==> config.mk <==
export PLATFORM = sky130hd
export DESIGN_NAME = tdm_demux8
export DESIGN_NICKNAME = d
export VERILOG_FILES = /design/src/rtl/tdm_demux8.sv
export SDC_FILE = /design/constraint.sdc
export NUM_CORES = 1
export LEC_CHECK = 0
export CAP_MARGIN = 20
export CORE_MARGIN = 1
export CORE_UTILIZATION = 25
export DETAILED_ROUTE_END_ITERATION = 16
export HOLD_SLACK_MARGIN = 0.05
export PLACE_DENSITY_LB_ADDON = 0.05
export SETUP_SLACK_MARGIN = 0.05
export SLEW_MARGIN = 5
export SYNTH_ARGS = -nofsm -noshare
export SYNTH_HDL_FRONTEND = slang
export SYNTH_SLANG_ARGS = --single-unit
==> constraint.sdc <==
create_clock -name clk -period 3.8 [get_ports clk]
set_input_delay 0.76 -clock clk [delete_from_list [all_inputs] [get_ports clk]]
set_output_delay 0.76 -clock clk [all_outputs]
set_load 0.02 [all_outputs]
==> src/rtl/tdm_demux8.sv <==
`default_nettype none
// ============================================================================
// Module      : tdm_demux8
// Description : 8-slot TDM stream demultiplexer. Gathers a frame of eight
//               words and presents channels a..h in parallel, updated together.
// Revision    : 1.0 - initial release
// ============================================================================
module tdm_demux8 #(
    parameter int WIDTH = 1
) (
    input  logic             clk,
    input  logic             rst,
    input  logic [WIDTH-1:0] din,
    input  logic             din_valid,
    input  logic             frame_start,
    output logic [WIDTH-1:0] a,
    output logic [WIDTH-1:0] b,
    output logic [WIDTH-1:0] c,
    output logic [WIDTH-1:0] d,
    output logic [WIDTH-1:0] e,
    output logic [WIDTH-1:0] f,
    output logic [WIDTH-1:0] g,
    output logic [WIDTH-1:0] h,
    output logic             frame_valid,
    output logic             locked,
    output logic [2:0]       slot,
    output logic             sync_err
);

    localparam logic [0:0] HUNT = 1'b0;
    localparam logic [0:0] RUN  = 1'b1;

    logic [0:0]       r_state;
    // Slot 7 never needs a shadow: its word goes straight into h.
    logic [WIDTH-1:0] r_shadow [0:6];

    assign locked = (r_state == RUN);

    always_ff @(posedge clk) begin
        if (rst) begin
            r_state     <= HUNT;
            slot        <= 3'd0;
            frame_valid <= 1'b0;
            sync_err    <= 1'b0;
            a <= '0; b <= '0; c <= '0; d <= '0;
            e <= '0; f <= '0; g <= '0; h <= '0;
            for (int i = 0; i < 7; i++) begin
                r_shadow[i] <= '0;
            end
        end else begin
            frame_valid <= 1'b0;
            sync_err    <= 1'b0;
            if (din_valid) begin
                if (r_state == HUNT) begin
                    if (frame_start) begin
                        r_shadow[0] <= din;
                        slot        <= 3'd1;
                        r_state     <= RUN;
                    end
                end else if (frame_start && (slot != 3'd0)) begin
                    // Realign: drop the partial frame and restart from this word.
                    sync_err    <= 1'b1;
                    r_shadow[0] <= din;
                    slot        <= 3'd1;
                end else if (slot == 3'd7) begin
                    a <= r_shadow[0];
                    b <= r_shadow[1];
                    c <= r_shadow[2];
                    d <= r_shadow[3];
                    e <= r_shadow[4];
                    f <= r_shadow[5];
                    g <= r_shadow[6];
                    h <= din;
                    frame_valid <= 1'b1;
                    slot        <= 3'd0;
                end else begin
                    r_shadow[slot] <= din;
                    slot           <= slot + 3'd1;
                end
            end
        end
    end

endmodule
`default_nettype wire
# == Word-level counts from Yosys, hierarchy flattened ==
# Memories as Yosys holds them, arrays and structs flattened. A register that Yosys moved wholly into a read port is not among the register bits.
# Cells that the tools add are included.
# op_classes
n_reduce_logical,7
bitwise_logic,5
muxes,29
eq_ne,1
n_addsub,1
# ops
cell,n
2-to-1 mux 1 bit,24
2-to-1 mux 3 bit,5
AND reduction 4 bit,1
OR reduction 4 bit,1
"adder 3 x 1 -> 3 bit, second input constant",1
"== test 3 bit, second input constant",1
NOT 1 bit,3
nonzero test 3 bit,1
bitwise OR 1 bit,2
AND reduction 2 bit,1
nonzero test 2 bit,1
logical AND 1 bit,1
OR reduction 1 bit,1
# word_totals
memories,1
in_bits,5
wordCells,49
ff_bits,7
ram_bits,7
# mem_list
memory,words,word_bits,read_ports,rd_ports_with_merged_regs,wr,line,source
r_shadow,7,1,7,7,7,35,logic [WIDTH-1:0] r_shadow [0:6];

# == Logic depth before layout (Yosys ltp) ==
# Gate-level depths: netlist (run 1).
# logic_depth
ltp_word,9
mapped_depth,7
ltp_nobuf,6

# == Worst setup path before layout (run 1) ==
# OpenSTA, ideal clock, no wires.
# synth_path
path_kind,reg-to-reg
from,reg slot[0]
to,mem r_shadow[6]
required_time_ns,3.677
setup_time_ns,0.123
period_less_slack_ns,2.098
stages_incl_launch_ff,7
path_slack_ns,1.702
arrival_time_ns,1.975
cell_sequence,dfxtp_1 ha_1 ha_1 and4bb_2 o211ai_4 or3_1 mux2_1
# synth_rtl
item,line,source
start: declaration,26,"output logic [2:0] slot,"
start signal: assignment,78,slot <= slot + 3'd1;
end: declaration,35,

==> flow_summary.json, run 1 <==
{
  "ctsHoldBuffers": 0,
  "async_flop_share_pct": 0,
  "setup_viol": 0,
  "path_max_fanout": 15,
  "fmax_mhz": 389,
  "routed_wl_mm": 2.24,
  "antenna_found_initial": 0,
  "netlist.area_leader.share_pct": 29.1,
  "rows": 22,
  "drt_iter0_drc": 59,
  "cts_buffers": 3,
  "num_io_pins": 19,
  "cts_setup_buffers": 0,
  "worstPathArrival_ps": 2600,
  "track_usage_pct": 11.8,
  "placedCellCount": 162,
  "synth_edf_count": 6,
  "irDropWorstVdd_uv": 192,
  "grt_start_max_net_pins": 16,
  "worstMarginPinSlew_ps": 606,
  "die_w_um": 66.3,
  "syn2layout_area_growth_pct": 27.2,
  "clockRootBuffer": "clkbuf_8",
  "synth_area_leader_cell": "dfxtp_1",
  "drt.antenna.violating_nets": 0,
  "comb_power_share_pct": 10.0,
  "ys_seq_area_share_pct": 46.5,
  "syn_area_mm2": 0.00103,
  "hold_path_class": "flop to flop",
  "period_minus_slack_ps": 2570,
  "seqPwrFrac_pct": 55.2,
  "place_area_mm2": 0.00127,
  "max-slew-margin-rel_pct": 59.2,
  "num_antenna_cells": 0,
  "nNetsFinal": 127,
  "postLayoutCellArea_mm2": 0.00131,
  "synth_cells": 98,
  "ys_warn_count": 0,
  "cts_max_level": 1,
  "vias": 779,
  "post_synth_num_cell_types": 37,
  "grt_pass1_vias": 772,
  "fin_crit_sh_pct": 67.7,
  "clock-sinks": 21,
  "synthFlopType": "dfxtp_1",
  "wl_per_cell_um": 13.5,
  "fill_cells": 406,
  "drt_first_pass_iters": 4,
  "rsz0062_at_grt": "false",
  "clock_skew_ps": 0.838,
  "io_buffers": 18,
  "regArea_um2": 480,
  "hold_viol_final": 0,
  "hpwl_mm": 1.63,
  "fin_cells": 166,
  "power.internal_mw": 0.324,
  "cts_tree": "built",
  "synth_nets": 106,
  "globalplace.congestion": 0.797,
  "grt_first_pass_wirelength_mm": 3.83,
  "post_cts_resized": 0,
  "slew_viol_final": 0,
  "drive_gt1_share_pct": 12.7,
  "syn_area_per_cell_um2": 10.5,
  "power.density_mw_per_mm2": 330,
  "power_leakage_nw": 0.478,
  "synth_seq_cells": 21,
  "multiInputGateArea_um2": 500,
  "cp-start-kind": "primary input",
  "required_ps": 3830,
  "crit_path_end_kind": "flop",
  "sw_frac_of_total_pct": 25.0,
  "yosys-top-cells-area": "dfxtp_1 29%, edfxtp_1 17%, mux2i_1 7.8%",
  "cts.clk_slew.worst_paths_ps": 80,
  "dieArea_mm2": 0.00439,
  "grt.overflow.total": 0,
  "start_util_pct": 27.2,
  "design.core.area_mm2": 0.00380,
  "setup-tns-final_ps": 0,
  "fin_util_pct": 34.6,
  "clockPowerShare_pct": 34.9,
  "status": "finished, final reports clean",
  "critical_path_class": "primary input to flop",
  "maxCapViolCount": 0,
  "p_sw_mw": 0.108,
  "viasPerCell": 4.69,
  "clk_latency_ps": 260,
  "dieHeight_um": 66.3,
  "cts_buffer_depth": 2,
  "drc_errors": 0
}
-- kinds of logic after synthesis --
family	share of synthesized area (%)
fa+ha+maj	3.64
compound gates	18.4
mux	8.85
flops	46.5
simple gates	17.6
buf+inv	4.97
-- worst max-delay path, cell delays in order --
cell and delay, ps:
clkdlybuf4s50_1 690, and4bb_2 480, a21boi_0 260, a22oi_1 120, or2_2 300
-- worst paths after layout --
kind,startpoint,endpoint,slack (ps),cells past startpoint
setup reg to reg,slot[0]$_SDFFE_PP0P_,r_shadow[0]$_SDFFCE_PN0P_,1570,6
hold reg to reg,r_shadow[2]$_SDFFCE_PN0P_,c$_SDFFE_PP0P_,490,2
hold / removal,r_shadow[2]$_SDFFCE_PN0P_,c$_SDFFE_PP0P_,490,2
setup / recovery,rst,r_shadow[0]$_SDFFCE_PN0P_,1230,5
-- flip-flops by register name (all words and copies together) (netlist names) --
signal,flops
r_shadow,7
b,1
g,1
slot,3
locked,1
c,1
f,1
d,1
h,1
frame_valid,1
e,1
sync_err,1
a,1
-- cell usage in the layout, fill, tap and decap left out, drive strengths merged, types with 2 or more instances in the layout --
| cell type | n |
|---|---|
| o211ai | 2 |
| a211oi | 2 |
| nor2b | 2 |
| clkdlybuf4s50 | 18 |
| a41o | 2 |
| inv | 8 |
| nand2 | 7 |
| edfxtp | 6 |
| dfxtp | 15 |
| and2 | 2 |
| mux2i | 8 |
| nor2 | 12 |
| ha | 3 |
| nor3 | 2 |
| buf | 2 |
| a22oi | 3 |
| clkbuf | 3 |
| a21oi | 4 |
-- synthesized netlist by cell type (2+ instances only) --
| cell type | n |
|---|---|
| a41o_1 | 2 |
| ha_1 | 3 |
| a22oi_1 | 3 |
| nor2b_1 | 2 |
| a21oi_1 | 3 |
| edfxtp_1 | 6 |
| nand2_1 | 7 |
| buf_2 | 2 |
| mux2i_1 | 8 |
| nor3_1 | 2 |
| and2_1 | 2 |
| inv_1 | 8 |
| dfxtp_1 | 15 |
| nor2_1 | 12 |
-- layout make-up --
cell class,instances,area share (%)
repair buffers,20,14.9
flip-flops and latches,21,36.6
inverters,8,2.29
multi-input cells,65,38.1
well taps,48,4.58
clock inverters,1,0.381
clock buffers,3,3.15
-- per-layer routing --
layer / routed length (um) / GRT usage (%) / up-vias
met5: 0 / 0 / -
met4: 19 / 3.19 / 0
met3: 98 / 4.31 / 2
met2: 1040 / 18.6 / 17
li1: - / - / 389
met1: 1080 / 15.0 / 371
-- power groups by stage --
stage          clock network [mW]  logic [mW]  registers (mW)
6_report                    0.151      0.0431           0.239
5_1_grt                     0.165      0.0475           0.240
4_1_cts                     0.158      0.0434           0.239
3_5_place_dp                    0      0.0432           0.244
3_3_place_gp                    0      0.0433           0.244
2_1_floorplan                   0      0.0267           0.245
-- metrics by stage --
step / hold slack (ps) / setup slack (ps) / total power, mW
detailed placement: 472 / 929 / 0.287
floorplan: 456 / 1700 / 0.272
global route: 522 / 1130 / 0.453
CTS: 492 / 1230 / 0.440
global placement: 468 / 956 / 0.287
finish: 488 / 1230 / 0.433
Note: power is estimated with default switching activity, not from simulation.
==> run 2, diff against run 1 <==
==> constraint.sdc (replaced) <==
create_clock -name clk -period 2.5 [get_ports clk]
set_input_delay 0.5 -clock clk [delete_from_list [all_inputs] [get_ports clk]]
set_output_delay 0.5 -clock clk [all_outputs]
set_load 0.02 [all_outputs]
==> flow_summary.json, run 2 (same netlist as run 1, synthesis figures left out) <==
{
  "status": "finished, final reports clean",
  "die_w_um": 66.3,
  "drt_iter0_drc": 26,
  "regMostFlops": "r_shadow",
  "grt_pass1_vias": 802,
  "layout_commonest_cell": "clkdlybuf4s50_1",
  "irDropWorstVdd_uv": 315,
  "drc_errors": 0,
  "grt_first_pass_wirelength_mm": 3.79,
  "syn2layout_area_growth_pct": 30.1,
  "placedCellCount": 166,
  "antenna_found_initial": 0,
  "drt_first_pass_iters": 4,
  "power_leakage_nw": 0.499,
  "largest_reg_flops": 7,
  "place_ws_ps": 91.4,
  "setup-tns-final_ps": 0,
  "num_io_pins": 19,
  "routed_wl_mm": 2.26,
  "drt.antenna.violating_nets": 0,
  "io_buffers": 18,
  "track_usage_pct": 11.9,
  "fin_crit_sh_pct": 87.1,
  "wl_per_cell_um": 13.3,
  "dieHeight_um": 66.3,
  "dieArea_mm2": 0.00439,
  "cts_tree": "built",
  "grt.overflow.total": 0,
  "rows": 22,
  "slew_viol_final": 0,
  "max-slew-margin-rel_pct": 57.7,
  "nNetsFinal": 131,
  "clockRootBuffer": "clkbuf_8",
  "cts_setup_buffers": 0,
  "post_cts_resized": 0,
  "clk_latency_ps": 260,
  "period_minus_slack_ps": 2180,
  "crit_path_end_kind": "flop",
  "maxCapViolCount": 0,
  "worstMarginPinSlew_ps": 628,
  "clock_skew_ps": 3.37,
  "grt_start_max_net_pins": 20,
  "fin_util_pct": 35.3,
  "required_ps": 2590,
  "cts_buffers": 3,
  "hold_viol_final": 0,
  "critical_path_class": "primary input to flop",
  "cts_max_level": 1,
  "path_max_fanout": 9,
  "hold_path_class": "flop to flop",
  "ctsHoldBuffers": 0,
  "layout_common_cells": "18 x clkdlybuf4s50_1, 15 x dfxtp_1, 12 x nor2_1",
  "rsz0062_at_grt": "false",
  "cts_buffer_depth": 2,
  "rrSetupSlack_ps": 400,
  "globalplace.congestion": 0.834,
  "worstPathArrival_ps": 2260,
  "viasPerCell": 4.65,
  "start_util_pct": 27.2,
  "design.core.area_mm2": 0.00380,
  "fmax_mhz": 459,
  "setup_viol": 0,
  "power.density_mw_per_mm2": 492,
  "cts.clk_slew.worst_paths_ps": 80,
  "fin_cells": 170,
  "worst_slack_ps": 323,
  "drive_gt1_share_pct": 15.6,
  "hpwl_mm": 1.61,
  "num_antenna_cells": 0,
  "reg_top3": "r_shadow (7), slot (3)",
  "vias": 790,
  "clock-sinks": 21,
  "cp-start-kind": "primary input"
}
## run 2: cell types whose count changed in the layout (fill, tap and decap cells not counted), sizes merged
cell	before	now
buf	2	6
## run 2: area by class of cell
cell class	instances	area (um2)
Clock buffer	3	41.3
Clock inverter	1	5.00
Inverter	8	30.0
Tap cell	48	60.1
Sequential cell	21	480
Fill cell	389	2460
Multi-Input combinational cell	65	500
Timing Repair Buffer	24	225
## run 2: final timing paths
kind	from	to	cells past startpoint
setup reg to reg	slot[2]$_SDFFE_PP0P_	r_shadow[0]$_SDFFCE_PN0P_	5
setup / recovery	frame_start	r_shadow[3]$_SDFFCE_PN0P_	4
hold reg to reg	r_shadow[4]$_SDFFCE_PN0P_	e$_SDFFE_PP0P_	2
hold / removal	r_shadow[4]$_SDFFCE_PN0P_	e$_SDFFE_PP0P_	2
## run 2: critical path, cell delays in order
cell and delay, ps:
clkdlybuf4s50_1 650, o21ai_0 290, a2111oi_4 540, nor4b_2 290
## run 2: report_power, final
part	internal [mW]	total (mW)	switching, mW
logic	0.0296	0.0731	0.0435
registers	0.356	0.360	0.00382
clock network	0.111	0.227	0.116
total	0.497	0.660	0.163
## run 2: through the flow
stage	instance area (um2)	hold slack (ps)	total power, mW
CTS	1340	497	0.672
finish	1340	492	0.660
global placement	1300	469	0.442
detailed placement	1300	477	0.441
global route	1340	537	0.693
floorplan	1030	456	0.413
## run 2: metal layers
| layer | up-vias | track usage, % | part of all wire (%) | wire length [um] |
|---|---|---|---|---|
| met1 | 364 | 14.5 | 48 | 1090 |
| li1 | 401 | - | - | - |
| met2 | 21 | 18.6 | 45 | 1020 |
| met4 | 0 | 5.59 | 2.1 | 48 |
| met3 | 4 | 3.97 | 4.3 | 98 |
| met5 | - | 0 | 0 | 0 |
==> run 3, diff against run 2 <==
--- a/config.mk
+++ b/config.mk
@@ -12,6 +12,7 @@
 export HOLD_SLACK_MARGIN = 0.05
 export PLACE_DENSITY_LB_ADDON = 0.05
 export SETUP_SLACK_MARGIN = 0.05
+export SKIP_LAST_GASP = 1
 export SLEW_MARGIN = 5
 export SYNTH_ARGS = -nofsm -noshare
 export SYNTH_HDL_FRONTEND = slang
==> results of run 3 <==
No change in the layout: final DEF, timing and power equal those of run 2.
